## config.mk

```make
export PLATFORM = sky130hd
export DESIGN_NAME = control_sequencer
export DESIGN_NICKNAME = d
export VERILOG_FILES = /design/src/rtl/sap_pkg.sv /design/src/rtl/ring_counter6.sv /design/src/rtl/control_sequencer.sv
export SDC_FILE = /design/constraint.sdc
export NUM_CORES = 1
export LEC_CHECK = 0
export ABC_AREA = 1
export ABC_CLOCK_PERIOD_IN_PS = 1800
export CAP_MARGIN = 20
export CELL_PAD_IN_SITES_DETAIL_PLACEMENT = 1
export CELL_PAD_IN_SITES_GLOBAL_PLACEMENT = 2
export CORE_ASPECT_RATIO = 0.75
export CORE_UTILIZATION = 20
export DETAILED_ROUTE_END_ITERATION = 7
export GPL_TIMING_DRIVEN = 0
export PLACE_DENSITY = 0.8
export SYNTH_ARGS = -nofsm -noshare
export SYNTH_HDL_FRONTEND = slang
export SYNTH_SLANG_ARGS = --single-unit
```

## constraint.sdc

```tcl
create_clock -name clk -period 1.8 [get_ports clk]
set_input_delay 0.18 -clock clk [delete_from_list [all_inputs] [get_ports clk]]
set_output_delay 0.18 -clock clk [all_outputs]
set_load 0.05 [all_outputs]
```

## src/rtl/sap_pkg.sv

```systemverilog
// Shared opcode, T-state and control-word definitions
// for the SAP-1 style control sequencer.
package sap_pkg;

  localparam logic [3:0] OP_LDA = 4'b0000;
  localparam logic [3:0] OP_ADD = 4'b0001;
  localparam logic [3:0] OP_SUB = 4'b0010;
  localparam logic [3:0] OP_OUT = 4'b1110;
  localparam logic [3:0] OP_HLT = 4'b1111;

  localparam logic [5:0] T1 = 6'b000001;
  localparam logic [5:0] T2 = 6'b000010;
  localparam logic [5:0] T3 = 6'b000100;
  localparam logic [5:0] T4 = 6'b001000;
  localparam logic [5:0] T5 = 6'b010000;
  localparam logic [5:0] T6 = 6'b100000;

  typedef struct packed {
    logic cp;
    logic ep;
    logic l_m;
    logic ce;
    logic l_i;
    logic e_i;
    logic l_a;
    logic e_a;
    logic l_b;
    logic s_u;
    logic e_u;
    logic l_o;
  } ctrl_t;

endpackage

```

## src/rtl/ring_counter6.sv

```systemverilog
// Six-position one-hot T-state ring with a freeze input
// used while the machine is halted.
module ring_counter6
  import sap_pkg::*;
(
  input  logic       clk,
  input  logic       reset,
  input  logic       hold,
  output logic [5:0] t_state
);

  always_ff @(posedge clk) begin
    if (reset)
      t_state <= T1;
    else if (!hold)
      t_state <= {t_state[4:0], t_state[5]};
  end

endmodule

```

## src/rtl/control_sequencer.sv

```systemverilog
// SAP-1 control sequencer: T-state ring plus a
// zero-latency decode of T-state and opcode.
module control_sequencer
  import sap_pkg::*;
#(
  parameter int OPCODE_W = 4
) (
  input  logic                clk,
  input  logic                reset,
  input  logic [OPCODE_W-1:0] opcode,
  output logic                Cp,
  output logic                Ep,
  output logic                L_M,
  output logic                CE,
  output logic                L_I,
  output logic                E_I,
  output logic                L_A,
  output logic                E_A,
  output logic                L_B,
  output logic                S_U,
  output logic                E_U,
  output logic                L_O,
  output logic                hlt,
  output logic [5:0]          t_state
);

  logic  halted;
  logic  hold;
  logic  is_lda, is_add, is_sub;
  logic  is_out, is_hlt;
  ctrl_t c;

  assign is_lda = opcode == OPCODE_W'(OP_LDA);
  assign is_add = opcode == OPCODE_W'(OP_ADD);
  assign is_sub = opcode == OPCODE_W'(OP_SUB);
  assign is_out = opcode == OPCODE_W'(OP_OUT);
  assign is_hlt = opcode == OPCODE_W'(OP_HLT);

  // Freeze already during the HLT T4 so the ring parks on T4.
  assign hold = halted | ((t_state == T4) & is_hlt);

  ring_counter6 u_ring (
    .clk     (clk),
    .reset   (reset),
    .hold    (hold),
    .t_state (t_state)
  );

  always_ff @(posedge clk) begin
    if (reset)
      halted <= 1'b0;
    else if ((t_state == T4) && is_hlt)
      halted <= 1'b1;
  end

  always_comb begin
    c = '0;
    if (!reset && !halted) begin
      unique case (1'b1)
        (t_state == T1): begin
          c.ep  = 1'b1;
          c.l_m = 1'b1;
        end
        (t_state == T2): begin
          c.cp = 1'b1;
        end
        (t_state == T3): begin
          c.ce  = 1'b1;
          c.l_i = 1'b1;
        end
        (t_state == T4): begin
          if (is_lda || is_add || is_sub) begin
            c.e_i = 1'b1;
            c.l_m = 1'b1;
          end else if (is_out) begin
            c.e_a = 1'b1;
            c.l_o = 1'b1;
          end
        end
        (t_state == T5): begin
          if (is_lda) begin
            c.ce  = 1'b1;
            c.l_a = 1'b1;
          end else if (is_add || is_sub) begin
            c.ce  = 1'b1;
            c.l_b = 1'b1;
          end
        end
        (t_state == T6): begin
          if (is_add || is_sub) begin
            c.e_u = 1'b1;
            c.l_a = 1'b1;
            c.s_u = is_sub;
          end
        end
        default: ;
      endcase
    end
  end

  assign Cp  = c.cp;
  assign Ep  = c.ep;
  assign L_M = c.l_m;
  assign CE  = c.ce;
  assign L_I = c.l_i;
  assign E_I = c.e_i;
  assign L_A = c.l_a;
  assign E_A = c.e_a;
  assign L_B = c.l_b;
  assign S_U = c.s_u;
  assign E_U = c.e_u;
  assign L_O = c.l_o;
  assign hlt = halted & ~reset;

endmodule
```

==> results of run 1 <==
-- worst max-delay path, delay by kind of cell, from the launching register on --
| family | cells | cell delay (ns) |
|---|---|---|
| DFF | 1 | 0.35 |
| and+or+nand+nor | 4 | 0.57 |
| AOI/OAI and AO/OA | 1 | 0.11 |
| buffers and inverters | 2 | 0.27 |
-- layout make-up --
type                       instances  share of cell area [%]
sequential                         7                   16.22
inverter                          14                   5.974
buffer                             3                   3.414
timing repair buffer              24                   23.76
tap                               34                   4.836
clock buffer                       4                   2.987
multi-input combinational         61                   42.82
-- cells in the final DEF (no fill, tap or decap) --
cell type and n:
inv_1 12, buf_6 3, buf_4 6, dlygate4sd2_1 3, nand2_2 2, clkbuf_1 1
clkbuf_4 5, nand3_2 2, o22ai_2 1, dfxtp_2 2, nor2_2 6, buf_2 3
nor3_4 2, o21ai_2 1, mux2i_1 1, or2_1 1, clkdlybuf4s50_1 8, nor3_2 2
nand4_1 1, nor4_4 1, dfxtp_1 5, inv_2 2, nand3_1 11, dlymetal6s2s_1 1
a21oi_1 5, nor2_4 2, nand2_1 13, clkdlybuf4s15_2 1, nor2_1 10
-- how the worst min path moves through the flow --
| stage | end | from | slack, ns |
|---|---|---|---|
| final | halted | reset | 0.39 |
| after global routing | u_ring.t_state[5] | reset | 0.43 |
| after CTS | halted | reset | 0.38 |
| after detailed placement | u_ring.t_state[2] | u_ring.t_state[2] | 0.53 |
| after global placement | u_ring.t_state[1] | u_ring.t_state[1] | 0.52 |
| after floorplan | halted | reset | 0.25 |
-- stage by stage --
step | util, % | area, um^2
6_report | 36.90 | 879.6
5_1_grt | 36.90 | 879.6
4_1_cts | 35.75 | 852.1
3_5_place_dp | 35.96 | 857.1
3_3_place_gp | 35.96 | 857.1
2_1_floorplan | - | 574.3
-- logic make-up after synthesis --
group / Yosys count
and+or+nand+nor: 53
muxes: 1
AOI/OAI and AO/OA: 7
buffers and inverters: 17
DFF: 7
-- layer usage --
layer	vias to the layer above	part of all wire [%]
li1	328	-
met1	304	49
met2	19	45
met3	2	4.5
met4	0	0.57
met5	-	0
-- registers in the layout, indices dropped and copies added (netlist names) --
name / cells
halted: 1
u_ring.t_state: 6
-- repair_timing --
item	CTS	global route
gates cloned	0	0
pin swaps	0	1
setup endpoints to repair	13	12
resized for setup	66	14
-- report_power, final --
group | internal [mW] | leakage, nW | switching, mW
registers | 0.161 | 0.0578 | 0.00812
logic | 0.0372 | 0.372 | 0.0806
clock network | 0.0845 | 0.0150 | 0.0563
total | 0.283 | 0.445 | 0.145
==> out/summary.txt, run 1 <==
status = finished clean
Yosys top cell area share = 26.67%
core area = 2384 um^2
worst vdd rail ir drop = 0.2798 mV
std cell rows = 15
CTS Buf Count = 3
maximum clock rate = 575.2 MHz
Lkg Pwr = 0.4447 nW
most frequent cell after synthesis = nor2_1
CTS tree = yes
vias = 653
Setup Crit Path Kind = reg -> out
RSZ-0062 raised after global routing = yes
GR Util met3 = 0.8427%
WP data required = 1.62 ns
Top Ports = 25
r2r setup slk = 0.51 ns
remaining global-route overflow = 0
clk slew on worst S/H paths = 0.05 ns
Worst Hold Depth = 2
post-synthesis register bit count = 7
clk_lat worst skew = 0.25 ns
Final min period = 1.738 ns
clock sink count = 7
Setup-failing EPs final = 0
multiplexer area fraction after synthesis = 1.905%
fraction of final layout cells sized beyond drive strength 1 = 36.28%
max-cap viol count = 0
htree depth = 1
Critical Path End = L_A
Residual DRC = 0
Synth Cell Area = 525.5 um^2
Final Skew = 0.0005451 ns
Post-CTS Hold Buffers = 0
total track usage = 13.75%
Critical Path AT = 1.56 ns
Critical Path Fanout Max = 5
complex-gate fraction of the synthesized area = 7.619%
global route hottest layer = met2
Design Power = 427.6 uW
Die W = 61.19 um
diode count = 0
reg2reg end = u_ring.t_state[1]
Total Wirelength = 1752 um
first-pass GRT wire length = 2822 um
gate count of the mapped netlist = 85
met2 Usage GRT = 22.83%
post-DP HPWL = 1391 um
number of flops mapped to enable cells by yosys = 0
clock tree buffer depth = 2
CP max stage cell = dfxtp_1
FF+latch area = 142.6 um^2
Vias/cell = 4.442
CTS Root Cell = clkbuf_4
multi-input logic area = 376.6 um^2
Avg Cell Area, Syn = 6.182 um^2
worst stage delay on the critical path = 0.35 ns
Crit. End Element = primary output
WL per Instance = 11.92 um
CP cell instances = nor2_4, nand2_1, inv_2, nand2_2, or2_1, o21ai_2, buf_4
crit path launch = halted
setup TNS = 0 ns
final net count = 120
number of DRC markers in iteration 0 = 8
PortBufs = 24
synth cell count leaders = 15 x nor2_1, 14 x nand2_1, 12 x inv_1, 12 x nand3_1, 7 x dfxtp_1
Syn Nets = 91
Slew HR = 66.14%
startpoint type of the worst setup path = register
Final Max Slew Viols = 0
GPL Wtd Cong = 0.7372
worst slew pin tran = 0.5071 ns
sequential share of the synthesized area = 26.67%
Die Height = 46.39 um
Hold Crit Class = in -> reg
Final Hold Viols = 0
met1 global-route usage = 18.60%
Final WS setup = 0.06158 ns
Syn. warnings = 0
xor/xnor share of the synthesized area = 0%
setup bufs post-CTS = 0
Die Footprint = 2839 um^2
starting density of the core = 22.05%
largest family of logic cells by synthesized area = simple AND/OR/NAND/NOR gates
Post-Synth Adder-Cell Area = 0%
ys async rst share = 0%
r2r startpoint = u_ring.t_state[1]
vias in the first global route = 615
post-route ant nets = 0
P&R area growth vs syn = 67.38%
Pre-Repair DR Iteration Count = 4
initial antenna violation count = 0
Simple-Gate Fraction of Synth Area = 48.10%
Min Hold Slack = 0.3936 ns
most area-consuming cells after synthesis = dfxtp_1 27%, nand3_1 11%, nor2_1 11%
Inst Count DP = 143
top_reg_cell synth = dfxtp_1
Yosys top cell by area = dfxtp_1
Period Utilization, post-route = 96.58%
largest net degree at the start of global routing = 11
pwr/cell area = 486.1 nW/um^2
pre-CTS setup slack = -0.6861 ns
Yosys cell types = 20
Fill cells = 318
post-route insts no fill = 147
Worst R2R Path Depth = 7
Power figures use the tool's default switching activity.
==> inputs of run 2 (changes only) <==
--- a/config.mk
+++ b/config.mk
@@ -15,6 +15,7 @@
 export DETAILED_ROUTE_END_ITERATION = 7
 export GPL_TIMING_DRIVEN = 0
 export PLACE_DENSITY = 0.8
+export REMOVE_ABC_BUFFERS = 1
 export SYNTH_ARGS = -nofsm -noshare
 export SYNTH_HDL_FRONTEND = slang
 export SYNTH_SLANG_ARGS = --single-unit
==> run 2 against run 1 <==
  * Power grew 2.0%
  * Sequential share of layout area rose by 1.0 points
  * Largest power group unchanged
  * Largest cell class unchanged
  * Utilization is 2.5 points lower
  * Critical endpoint is now Cp
==> out/summary.txt, run 2 (same netlist as run 1, synthesis figures left out) <==
post-route ant nets = 0 (unchanged)
htree depth = 1 (unchanged)
commonest non-fill, non-tap cells in the layout = 13 x nand2_1, 12 x nor2_1, 12 x inv_1, 11 x nand3_1, 9 x clkdlybuf4s50_1
Crit. End Element = primary output
initial antenna violation count = 0 (unchanged)
status = finished clean
remaining global-route overflow = 0 (unchanged)
worst vdd rail ir drop = 0.3774 mV (+35%)
r2r setup slk = 0.54 ns (+0.03 ns)
clk_lat worst skew = 0.26 ns (about the same)
clock tree buffer depth = 2 (unchanged)
vias in the first global route = 567 (-7.8%)
Setup Crit Path Kind = reg -> out
CTS tree = yes
total track usage = 13.39% (-0.36 points)
RSZ-0062 raised after global routing = no
Critical Path AT = 1.55 ns (about the same)
starting density of the core = 22.05% (unchanged)
CP max stage cell = clkdlybuf4s15_2
Core Util, Final = 34.44% (-2.5 points)
pwr/cell area = 531.4 nW/um^2 (+9.3%)
WHS Endpoint = u_ring.t_state[5]
worst stage delay on the critical path = 0.41 ns (+0.06 ns)
cell-internal power = 283.3 uW (+0.29%)
most common cell after layout, fill and taps aside = nand2_1
worst hold start = reset
final net count = 118 (-1.7%)
largest net degree at the start of global routing = 13 (+2)
startpoint type of the worst setup path = register
Hold Crit Class = in -> reg
Die W = 61.19 um (unchanged)
clock sink count = 7 (unchanged)
Worst R2R Path Depth = 5 (-2)
Residual DRC = 0 (unchanged)
Period Utilization, post-route = 96.11% (-0.47 points)
core area = 2384 um^2 (unchanged)
std cell rows = 15 (unchanged)
clock power share = 35.0% (+2.1 points)
CTS Buf Count = 3 (unchanged)
Lkg Pwr = 0.4028 nW (-9.4%)
Setup-failing EPs final = 0 (unchanged)
maximum clock rate = 578.0 MHz (+0.49%)
Slew HR = 66.16% (about the same)
Critical Path Fanout Max = 6 (+1)
vias = 639 (-2.1%)
Final Hold Viols = 0 (unchanged)
first-pass GRT wire length = 2649 um (-6.1%)
switching power = 152.8 uW (+5.4%)
CTS Root Cell = clkbuf_4
Largest register FFs = 6 (unchanged)
number of DRC markers in iteration 0 = 17 (+9)
reg2reg end = u_ring.t_state[1]
Min Hold Slack = 0.3584 ns (-0.03518 ns)
CP cell instances = nor2_4, nand2_1, nor4_1, clkdlybuf4s15_2
DP Area = 778.2 um^2 (-9.2%)
Final Max Slew Viols = 0 (unchanged)
Die Height = 46.39 um (unchanged)
diode count = 0 (unchanged)
clk slew on worst S/H paths = 0.06 ns (about the same)
fraction of final layout cells sized beyond drive strength 1 = 30.63% (-5.7 points)
Vias/cell = 4.407 (-0.79%)
Total Wirelength = 1729 um (-1.3%)
Final min period = 1.730 ns (-0.008447 ns)
Die Footprint = 2839 um^2 (unchanged)
Regs by FF count = u_ring.t_state: 6 flops, halted: 1 flops
PortBufs = 24 (unchanged)
Post-CTS Hold Buffers = 0 (unchanged)
register share of total power = 38.3% (-1.2 points)
max-cap viol count = 0 (unchanged)
Pre-Repair DR Iteration Count = 4 (unchanged)
Top Ports = 25 (unchanged)
P&R area growth vs syn = 56.19%
setup TNS = 0 ns (unchanged)
Worst Hold Depth = 2 (unchanged)
post-DP HPWL = 1336 um (-3.9%)
combinational share of power = 26.7% (-0.8 points)
r2r startpoint = u_ring.t_state[3]
WL per Instance = 11.92 um (about the same)
crit path launch = u_ring.t_state[5]
WP data required = 1.62 ns (about the same)
Sw Share = 35.04% (+1.1 points)
worst slew pin tran = 0.5059 ns (-0.001148 ns)
Most flops, register = u_ring.t_state
Post-Layout Inst Area = 820.8 um^2 (-6.7%)
GPL Wtd Cong = 0.7297 (-1.0%)
Final Skew = 0.0002038 ns (-0.0003413 ns)
run 2: cell count changes in the layout (fill, tap and decap cells not counted), moves of 2 or more:
cell           previous run  this run
nor2_2                    6         2
clkbuf_2                  0         2
clkbuf_4                  5         3
dlygate4sd2_1             3         1
nor2_1                   10        12
nor2_4                    2         4
nor3_4                    2         0
run 2: routing by layer:
metal | routed length (um) | up-vias | global-route usage [%]
met2 | 689 | 13 | 17.39
met5 | 0 | - | 0
met4 | 0 | 0 | 1.364
li1 | - | 327 | -
met1 | 963 | 299 | 20.73
met3 | 76 | 0 | 5.056
run 2: how the worst max path moves through the flow:
stage	cells after the start	endpoint	slack, ns
6_report	4	Cp	0.07
5_1_grt	4	Cp	0.01
4_1_cts	6	E_A	-0.18
3_5_place_dp	8	L_A	-0.65
3_3_place_gp	8	L_A	-0.65
2_1_floorplan	4	E_A	-1.45
run 2: worst max-delay path: cells and delay by family, from the launching register on:
family        cells  cell delay, ns
buf+inv           1            0.41
flops             1            0.39
simple gates      3            0.48
run 2: power by group through the flow:
stage / registers [mW] / logic (mW) / clock network (mW)
after CTS: 0.167 / 0.111 / 0.157
after floorplan: 0.187 / 0.0504 / 0
after global placement: 0.171 / 0.109 / 0
after detailed placement: 0.170 / 0.111 / 0
after global routing: 0.168 / 0.125 / 0.167
final: 0.167 / 0.116 / 0.153
run 2: final cells by class:
cell class                      instances  area [um^2]
Multi-Input combinational cell         61        342.8
Tap cell                               34        42.54
Clock buffer                            4        26.28
Inverter                               14        52.55
Timing Repair Buffer                   25        215.2
Fill cell                             309         1563
Sequential cell                         7        141.4
run 2: timing repair:
item	4_1_cts	5_1_grt
resized for setup	54	31
pin swaps	1	0
endpoints found under the setup margin	13	13
setup buffers	1	0
run 2: metrics by stage:
step	total power, mW	worst slack, ns	std cells
floorplan	0.2374	-1.452	82
global placement	0.2797	-0.6546	140
detailed placement	0.2809	-0.6537	140
CTS	0.4350	-0.1816	145
global route	0.4600	0.01123	145
finish	0.4362	0.07003	145
==> RTL change 1: new RTL, settings of run 2 <==
Reset style: asynchronous (`reset`), changed in 2 clocked blocks.
--- a/src/rtl/ring_counter6.sv
+++ b/src/rtl/ring_counter6.sv
@@ -9,7 +9,7 @@
   output logic [5:0] t_state
 );
 
-  always_ff @(posedge clk) begin
+  always_ff @(posedge clk or posedge reset) begin
     if (reset)
       t_state <= T1;
     else if (!hold)
--- a/src/rtl/control_sequencer.sv
+++ b/src/rtl/control_sequencer.sv
@@ -46,7 +46,7 @@
     .t_state (t_state)
   );
 
-  always_ff @(posedge clk) begin
+  always_ff @(posedge clk or posedge reset) begin
     if (reset)
       halted <= 1'b0;
     else if ((t_state == T4) && is_hlt)
Check against the original RTL: differs if reset is asserted again (counterexample within 4 cycles, from zero or initial values and one cycle with reset high); with reset held inactive, the same outputs for 10 cycles.
==> RTL change 1 against run 2 <==
- synthesized area is 3.1% higher
- worst setup slack worse by 0.0016 ns
- critical path depth fell by 3
- highest routed layer unchanged
- non-clock buffer count fell by 1
- sequential cell count is the same
- die area increased by 3.0%
- routed wire length down 13%
- design area up 0.30%
Power is not compared: it rests on default switching activity, and its combinational part moved more than twofold at a synthesized area within 25%.
==> RTL change 1: results (changes against run 2) <==
| Metric | Value |
|---|---|
| Register area share after synthesis | `32.6% (+5.9 points)` |
| Post-DP HPWL | `1.28 mm (-4.6%)` |
| Mean post-synth cell area | `6.86 um^2 (+11%)` |
| Leakage | `between 0.3 and 0.4 nW` |
| Layout Cells excl Fill | `140 (-3.4%)` |
| Via/cell ratio | `4.18 (-5.2%)` |
| Synth Area in Compound Gates | `3.00% (-4.6 points)` |
| Vias in the first global route | `566 (-0.18%)` |
| Worst-path clk slew | `0.06 ns (about the same)` |
| YS warnings | `0 (unchanged)` |
| Worst VDD drop | `0.000197 V` |
| Crit path max-delay cell type | `clkdlybuf4s50_1` |
| DRT iter0 DRCs | `8 (-9)` |
| DR WL met3 | `63 um (-17%)` |
| Number of distinct library cells after synthesis | `19 (-5.0%)` |
| Top Layer Used | `met3` |
| Final RePlAce weighted congestion | `0.746 (+2.2%)` |
| Share of cells above drive strength 1 | `26.4% (-4.2 points)` |
| Min Hold Slack | `0.264 ns (-0.0945 ns)` |
| CP top delay family | `buffers and inverters` |
| Synth area leaders | `dfrtp_1, nand2_1, nand3_1` |
| Buffers on Ports | `24 (unchanged)` |
| Actual slew at the worst max-slew pin | `0.498 ns (-0.00780 ns)` |
| Post-Route Skew | `0.00420 ns (+0.00399 ns)` |
| Met2 WL | `649 um (-5.8%)` |
| Async SR Flop Fraction | `100% (+100 points)` |
| WL final | `1.51 mm (-13%)` |
| Hold Crit Class | `in -> async` |
| Critical path fanouts, max | `5 (-1)` |
| Htree depth | `1 (unchanged)` |
| Critical path startpoint | `u_ring.t_state[5]` |
| Overall global routing resource usage | `11.0% (-2.4 points)` |
| Pre-CTS setup slack | `-0.463 ns (+0.190 ns)` |
| Top_reg_cell synth | `dfrtp_1` |
| Post-synthesis mux area share | `1.85% (-0.057 points)` |
| R2r worst-path depth | `7 (+2)` |
| Setup crit end | `t_state[5]` |
| First-pass GRT wire length | `2.46 mm (-7.0%)` |
| RR Startpoint | `u_ring.t_state[0]` |
| Post-Synth XOR/XNOR Area | `0% (unchanged)` |
| Synth cell count leaders | `nand2_1, nand3_1, inv_1` |
| Largest net degree at the start of global routing | `8 (-5)` |
| Status | `finished, final reports clean` |
| CP Data Arrival Time | `1.55 ns (about the same)` |
| DR pass1 iterations | `3 (-1)` |
| R2R Setup Slk | `0.58 ns (+0.04 ns)` |
| Skew-Pair Late Insertion Delay | `between 0.2 and 0.3 ns` |
| Largest regs | `u_ring.t_state: 6 flops, halted: 1 flops` |
| Crit path largest cell delay | `0.85 ns (+0.44 ns)` |
| Final-stage net count | `113 (-4.2%)` |
| Top achievable clock speed | `578 MHz (about the same)` |
| Placed Area | `817 um^2 (+5.0%)` |
| Antenna violations before repair | `0 (unchanged)` |
| M1 wire length | `795 um (-17%)` |
| CTS Buffer Depth | `2 (unchanged)` |
| Worst r2r dst | `u_ring.t_state[3]` |
| CTS root buffer | `clkbuf_4` |
==> RTL change 1: changes by cell type in the layout (fill, tap and decap cells not counted), moves of 3 or more <==
| cell | before | now |
|---|---|---|
| dfxtp_1 | 6 | 0 |
| a21oi_1 | 5 | 0 |
| dfrtp_1 | 0 | 5 |
| nand3_1 | 11 | 14 |
| nand2_1 | 13 | 19 |
==> RTL change 1: how the worst min path moves through the flow <==
stage / startpoint / to
2_1_floorplan: reset / halted
3_3_place_gp: u_ring.t_state[0] / u_ring.t_state[0]
3_5_place_dp: u_ring.t_state[0] / u_ring.t_state[0]
4_1_cts: reset / halted
5_1_grt: reset / halted
6_report: reset / halted
==> RTL change 1: per-layer routing <==
layer / GRT usage, % / up-vias
met5: 0 / -
met2: 17.6 / 11
met4: 5.58 / 0
li1: - / 306
met3: 2.43 / 0
met1: 14.5 / 268
==> RTL change 1: logic make-up (layout without fill, tap and decap cells) <==
kind of cell / after synthesis / count (layout)
multiplexers: 1 / 1
buffers and inverters: 13 / 40
flip-flops: 7 / 7
AND/OR/NAND/NOR: 55 / 55
AO/OA/AOI/OAI: 3 / 3
==> RTL change 1: final cells by class <==
cell class	count	area, um^2
clock buffers	3	22.5
clock inverters	1	5.00
repair buffers	24	208
flip-flops and latches	7	178
inverters	12	45.0
well taps	34	42.5
multi-input cells	59	323
fillers	304	1600
==> RTL change 1: repair_timing <==
action	4_1_cts	5_1_grt
endpoints found under the setup margin	14	11
hold buffers	0	0
pin swaps	0	1
gates cloned	0	0
setup buffers	0	0
gates resized for setup	62	16
==> RTL change 1: power breakdown <==
group,total (mW),internal (mW),switching [mW]
Sequential,0.157,0.157,0
Clock,0.144,0.0814,0.0631
Combinational,0.0326,0.0138,0.0188
Total,0.335,0.253,0.0818
==> RTL change 2: new RTL, flow settings as in run 2 <==
Made on the original files. `OPCODE_W`: 4 -> 3.
--- a/src/rtl/control_sequencer.sv
+++ b/src/rtl/control_sequencer.sv
@@ -3,7 +3,7 @@
 module control_sequencer
   import sap_pkg::*;
 #(
-  parameter int OPCODE_W = 4
+  parameter int OPCODE_W = 3
 ) (
   input  logic                clk,
   input  logic                reset,
Ports: changed (resized opcode); port bits go from 25 to 24. The function was not compared with the original's and may differ.
==> RTL change 2 against run 2 <==
- combinational power down 9%
- die area down 5.5%
- power down 3.7%
- global-route usage down 1.3 points
- synthesized area down 5.7%
- design area down 9.6%
- worst setup slack better by 0.018 ns
- sequential cell count unchanged
- routed wire length down 12%
- largest cell class unchanged
==> RTL change 2: results (changes against run 2) <==
| Metric | Value |
|---|---|
| Post-Route Skew | `0.00287 ns (+0.00266 ns)` |
| Async SR Flop Fraction | `0% (unchanged)` |
| CTS Buffer Depth | `2 (unchanged)` |
| DR vias | `581 (-9.1%)` |
| Buffers on Ports | `23 (-4.2%)` |
| DR pass1 iterations | `4 (unchanged)` |
| Status | `finished, final reports clean` |
| Vias in the first global route | `532 (-6.2%)` |
| Combinational group share of total power | `25.0% (-1.7 points)` |
| Worst-path clk slew | `0.05 ns` |
| Final setup fails | `0 (unchanged)` |
| Clock buffer count from CTS | `3 (unchanged)` |
| Sw frac | `33.5% (-1.5 points)` |
| Actual slew at the worst max-slew pin | `0.500 ns (-0.00579 ns)` |
| Worst VDD drop | `0.000374 V (-0.85%)` |
| Layout Cells excl Fill | `136 (-6.2%)` |
| Critical path startpoint | `halted` |
| Critical path fanouts, max | `12 (+6)` |
| Post-DP HPWL | `1.21 mm (-9.3%)` |
| DRT iter0 DRCs | `13 (-4)` |
| First-pass GRT wire length | `2.36 mm (-11%)` |
| Final-stage net count | `108 (-8.5%)` |
| Overall global routing resource usage | `12.0% (-1.3 points)` |
| Synth area leaders | `dfxtp_1, nor2_1, nand2_1` |
| Pre-CTS setup slack | `-0.580 ns (+0.0733 ns)` |
| Leakage | `0.386 nW (-4.1%)` |
| WL final | `1.52 mm (-12%)` |
| RR Startpoint | `u_ring.t_state[3]` |
| Placed Instances | `132 (-5.7%)` |
| Total power draw | `0.420 mW (-3.7%)` |
| Setup bufs post-CTS | `0 (-1)` |
| Register area share after synthesis | `28.3% (+1.6 points)` |
| Placed Area | `738 um^2 (-5.1%)` |
| CTS root buffer | `clkbuf_4` |
| Final RePlAce weighted congestion | `0.707 (-3.1%)` |
| Number of distinct library cells after synthesis | `19 (-5.0%)` |
| Mean post-synth cell area | `6.35 um^2 (+2.7%)` |
| Share of cells above drive strength 1 | `23.5% (-7.1 points)` |
| Synth cell count leaders | `nor2_1, nand2_1, inv_1, nand3_1, dfxtp_1` |
[RTL change 2: cell types whose count changed in the layout (fill, tap and decap cells not counted), moves of 3 or more]
cell            run 2  this run
inv_1              12         8
nand3_1            11         8
buf_2               3         7
nand4_1             1         5
buf_4               6         1
nor2_1             12        15
[RTL change 2: cell type report]
| type | count | area (um^2) |
|---|---|---|
| multi-input combinational | 57 | 292 |
| inverter | 11 | 41.3 |
| tap | 34 | 42.5 |
| clock buffer | 4 | 26.3 |
| fill | 316 | 1590 |
| sequential | 7 | 140 |
| timing repair buffer | 23 | 200 |
[RTL change 2: logic make-up after synthesis]
group           after synthesis  share of synthesized area [%]
simple gates                 49                           48.0
flops                         7                           28.3
compound gates                7                           7.32
mux                           1                           2.02
buf+inv                      14                           14.4
[RTL change 2: worst max-delay path, stage by stage, from the launching register on]
cell and delay, ns:
dfxtp_1 0.41, inv_1 0.20, nor2_1 0.13, dlygate4sd2_1 0.54
[RTL change 2: worst paths after layout]
| check | endpoint | slack, ns |
|---|---|---|
| max | hlt | 0.09 |
| min | halted | 0.27 |
| max reg2reg | u_ring.t_state[3] | 0.53 |
| min reg2reg | u_ring.t_state[0] | 0.53 |
[RTL change 2: repair_timing]
item	in CTS	in global routing
resized for setup	59	7
hold buffers	0	0
hold endpoints to repair	0	0
setup endpoints to repair	13	12
[RTL change 2: metal layers]
metal / wire (um) / vias to the layer above / GRT usage (%)
met1: 833 / 265 / 17.9
met2: 621 / 11 / 16.2
met3: 56 / 3 / 5.16
li1: - / 302 / -
met5: 0 / - / 0
met4: 8 / 0 / 1.43
